[src/rtl/modulo_decodificador_dezena_unidade_rolhas.sv]
// Two-digit BCD (tens, units) to binary converter for the cork-count datapath.
// Iterative reverse double-dabble: one shift-and-correct step per clock, start/busy/done handshake.
module modulo_decodificador_dezena_unidade_rolhas #(
  parameter int BIN_W = 7
) (
  input  logic             clock,
  input  logic             reset,
  input  logic             start,
  input  logic [3:0]       dezena,
  input  logic [3:0]       unidade,
  output logic             busy,
  output logic             done,
  output logic [BIN_W-1:0] valor,
  output logic             erro
);

  localparam int SR_W  = BIN_W + 8;
  localparam int CNT_W = $clog2(BIN_W + 1);

  // Handshake: start is sampled only in IDLE; busy is high for the BIN_W
  // SHIFT cycles; done pulses for one cycle when valor/erro are final.
  typedef enum logic [1:0] {
    IDLE  = 2'd0,
    SHIFT = 2'd1,
    DONE  = 2'd2
  } state_t;

  state_t            state_q, state_d;
  logic [SR_W-1:0]   sr_q, sr_d;
  logic [CNT_W-1:0]  cnt_q, cnt_d;
  logic [BIN_W-1:0]  valor_q, valor_d;
  logic              erro_q, erro_d;

  logic [SR_W-1:0]   sr_step;
  logic [SR_W-1:0]   shifted;
  logic [3:0]        nib_hi, nib_lo;
  logic              digits_ok;

  assign digits_ok = (dezena <= 4'd9) && (unidade <= 4'd9);

  // One reverse double-dabble step: shift right, then pull each BCD nibble
  // that reached 8 or more back down by 3.
  always_comb begin
    shifted = sr_q >> 1;
    nib_hi  = shifted[SR_W-1 -: 4];
    nib_lo  = shifted[BIN_W+3 -: 4];
    if (nib_hi >= 4'd8) nib_hi = nib_hi - 4'd3;
    if (nib_lo >= 4'd8) nib_lo = nib_lo - 4'd3;
    sr_step = {nib_hi, nib_lo, shifted[BIN_W-1:0]};
  end

  always_comb begin
    state_d = state_q;
    sr_d    = sr_q;
    cnt_d   = cnt_q;
    valor_d = valor_q;
    erro_d  = erro_q;
    case (state_q)
      IDLE: begin
        if (start) begin
          if (digits_ok) begin
            sr_d    = {dezena, unidade, {BIN_W{1'b0}}};
            cnt_d   = '0;
            erro_d  = 1'b0;
            state_d = SHIFT;
          end else begin
            erro_d  = 1'b1;
            state_d = DONE;
          end
        end
      end
      SHIFT: begin
        sr_d  = sr_step;
        cnt_d = cnt_q + 1'b1;
        if (cnt_q == CNT_W'(BIN_W - 1)) begin
          valor_d = sr_step[BIN_W-1:0];
          state_d = DONE;
        end
      end
      DONE: begin
        state_d = IDLE;
      end
      default: begin
        state_d = IDLE;
      end
    endcase
  end

  always_ff @(posedge clock) begin
    if (reset) begin
      state_q <= IDLE;
      sr_q    <= '0;
      cnt_q   <= '0;
      valor_q <= '0;
      erro_q  <= 1'b0;
    end else begin
      state_q <= state_d;
      sr_q    <= sr_d;
      cnt_q   <= cnt_d;
      valor_q <= valor_d;
      erro_q  <= erro_d;
    end
  end

  assign busy  = (state_q == SHIFT);
  assign done  = (state_q == DONE);
  assign valor = valor_q;
  assign erro  = erro_q;

endmodule

[config.mk]
export PLATFORM = sky130hd
export DESIGN_NAME = modulo_decodificador_dezena_unidade_rolhas
export DESIGN_NICKNAME = d
export VERILOG_FILES = /design/src/rtl/modulo_decodificador_dezena_unidade_rolhas.sv
export SDC_FILE = /design/constraint.sdc
export NUM_CORES = 1
export LEC_CHECK = 0
export CORE_ASPECT_RATIO = 1.25
export CORE_MARGIN = 4
export CORE_UTILIZATION = 35
export DETAILED_ROUTE_END_ITERATION = 10
export DONT_BUFFER_PORTS = 1
export GPL_ROUTABILITY_DRIVEN = 0
export HOLD_SLACK_MARGIN = 0.15
export PLACE_DENSITY_LB_ADDON = 0.12
export RECOVER_POWER = 25
export SYNTH_ARGS = -nofsm -noshare
export SYNTH_HDL_FRONTEND = slang
export SYNTH_SLANG_ARGS = --single-unit
[constraint.sdc]
create_clock -name clock -period 2.2 [get_ports clock]
set_input_delay 0.44 -clock clock [delete_from_list [all_inputs] [get_ports clock]]
set_output_delay 0.44 -clock clock [all_outputs]
set_load 0.005 [all_outputs]
==> results.py <==
metrics = {
    "status": {
        "status": "finished, final reports clean",
    },
    "worst_setup_path": {
        "slowest_stage": "nand2b_1",
        "cp_cell_sequence": "nand2b_1, inv_2",
        "path_class": "reg2out",
        "cp-start-kind": "flop",
        "path_max_fanout": 12,
        "max_stage_delay_ps": 470,
        "worst_ep_arrival_time_ps": 1410,
        "path_buf_inv": 1,
        "cpLargestDelayFamily": "simple AND/OR/NAND/NOR gates",
        "cp-end-kind": "output port",
        "worstPathRequired_ps": 1760,
    },
    "flow_run": {
        "max-cap-violations": 0,
    },
    "layout": {
        "synthToLayoutAreaGrowth_pct": 5.72,
        "multi_input_area_sq_um": 622,
        "nNetsFinal": 149,
        "drive_above_1_share_pct": 9.02,
        "n_fill_cell": 342,
        "finish.utilization_pct": 39.1,
        "seqCellArea_sq_um": 541,
        "design_area_sq_um": 1270,
        "antenna_cells": 0,
    },
    "clocking": {
        "root_buffer": "clkbuf_8",
        "cts_resized": 0,
        "cts_inserted_buffers": 3,
        "clk_pin_slew_worst_paths_ps": 100,
        "cts_tree": "yes",
        "clock_latency_ps": 270,
        "cts_sinks": 27,
        "cts_hold_buf": 0,
        "cts_setup_buffers": 0,
        "cts_buffer_depth": 2,
        "htree_levels": 1,
    },
    "min_path": {
        "hold_path_class": "in2reg",
    },
    "power": {
        "power_leakage_uw": 0.000451,
        "vdd_drop_max_mv": 0.357,
        "powerDensity_nw_per_um2": 722,
        "finalPower_uw": 919,
    },
    "synth": {
        "avgSynthCellArea_sq_um": 9.05,
        "ys_types": 33,
        "syn_area_sq_um": 1200,
        "synth.largest_area_cell": "dfxtp_1",
        "syn_nets": 148,
        "yosysWarnings": 0,
        "synth-seq-cells": 27,
        "synthTopCellsByArea": "dfxtp_1, nand2_1, a22o_1",
        "ys_seq_area_share_pct": 44.9,
        "synthCells": 133,
        "synth_top_cell_area_share_pct": 44.9,
    },
    "die": {
        "die_w_um": 60.5,
        "dieHeight_um": 73.6,
        "core-area_sq_um": 3250,
        "initial_core_util_pct": 37.0,
        "dieArea_sq_um": 4450,
        "boundaryPins": 21,
        "rows": 23,
    },
    "global_routing": {
        "overflow": 0,
        "track_usage_pct": 13.1,
        "grt_pass1_wl_um": 4370,
        "first_global_vias": 975,
        "grt_max_degree": 23,
        "antenna_found_initial": 0,
    },
    "placement": {
        "io_buffers": 0,
        "place_area_sq_um": 1220,
        "post-dp-hpwl_um": 1910,
    },
    "timing": {
        "period_share_pct": 83.9,
        "whs_ps": 216,
        "setup_viol": 0,
        "rsz0062_at_grt": "false",
        "setup_tns_ps": 0,
        "period_needed_ps": 1850,
        "max_slew_margin_pct": 65.5,
        "timing.fmax_ghz": 0.542,
        "hold_viol_final": 0,
        "skew_ps": 5.07,
        "tightest_slew_ps": 518,
        "maxSlewViolCount": 0,
    },
    "route": {
        "wirelength_um": 2550,
        "drtIter0Drc": 23,
        "dr.pass1.iters": 4,
        "drc_errors": 0,
        "vias": 937,
        "wire_per_inst_um": 15.0,
        "detail-route-antenna-nets": 0,
        "vias_per_cell": 5.51,
    },
}
[synthesized netlist by cell type]
cell	instances
buf_4	1
inv_2	1
nand2_1	27
a22oi_1	1
buf_6	1
nand3_1	4
a31oi_2	1
o211ai_1	3
dfxtp_1	27
nor2_4	1
nand3b_1	1
a31oi_1	2
a21o_1	1
a311oi_1	4
o21ai_2	2
a211oi_1	2
a22o_1	6
or3b_1	1
ha_1	4
nand2b_1	3
a221oi_1	1
xnor2_1	2
o21a_1	2
inv_1	3
clkbuf_1	2
nor2_1	10
o21ai_0	1
mux2i_1	2
nor2b_1	3
a21oi_1	10
nor3_1	1
o31ai_4	1
mux2_2	2
[worst register-to-register path: stages (launching register included)]
cell and delay [ps]:
dfxtp_1 440, nand2b_1 470, inv_2 230, nand3_1 290
nand2_1 90, a21oi_1 140
[metrics by stage]
stage               cells  setup WS (ps)
floorplan             133            665
global placement      166            461
detailed placement    166            454
CTS                   170            336
global route          170            213
finish                170            354
[sequential cells by signal, summed over array words and instances (netlist names)]
| signal | flops |
|---|---|
| valor | 7 |
| state_q | 2 |
| sr_q | 14 |
| erro | 1 |
| cnt_q | 3 |
[cells in the final DEF, fill, tap and decap left out, drive strengths merged, types with 2 or more instances in the layout]
cell    Yosys  layout
a211oi      2       2
a21oi      10      10
a22o        6       6
a311oi      4       4
a31oi       3       3
clkbuf      2       3
dfxtp      27      27
ha          4       4
inv         4       4
mux2        2       2
mux2i       2       2
nand2      27      27
nand2b      3       3
nand3       4       4
nor2       11      11
nor2b       3       3
o211ai      3       3
o21a        2       2
o21ai       3       3
xnor2       2       2
[layer usage]
layer | routed length (um) | GRT usage [%] | share of wire (%)
met1 | 1090 | 15.8 | 43
met3 | 147 | 3.51 | 5.8
met2 | 1270 | 22.0 | 50
met4 | 44 | 5.06 | 1.7
met5 | 0 | 0 | 0
[worst paths after layout]
| kind | slack, ps | cells after the start | start | to |
|---|---|---|---|---|
| worst max-delay path | 350 | 2 | state_q[1] | busy |
| worst min-delay path | 220 | 1 | reset | valor[3] |
| worst max register to register | 490 | 5 | state_q[1] | valor[4] |
| worst min register to register | 460 | 2 | sr_q[1] | valor[0] |
[where the power goes]
part | internal, uW | leakage (uW) | switching [uW] | total, uW
logic | 41.6 | 0.000210 | 57.6 | 99.1
clock network | 129 | 0.0000217 | 161 | 290
registers | 509 | 0.000219 | 20.9 | 530
total | 679 | 0.000451 | 240 | 919
[final cells by class]
type | count | share of cell area [%]
Sequential cell | 27 | 42.5
Multi-Input combinational cell | 98 | 48.9
Clock inverter | 1 | 0.590
Clock buffer | 3 | 3.24
Inverter | 4 | 1.18
Tap cell | 37 | 3.64
[logic make-up after synthesis]
family,count (synthesis),share of synthesized area [%]
compound gates,37,23.5
xor+xnor,2,1.46
fa+ha+maj,4,4.16
buf+inv,8,3.43
flops,27,44.9
mux,4,3.53
simple gates,51,19.0
Note: power is estimated with default switching activity, not from simulation.
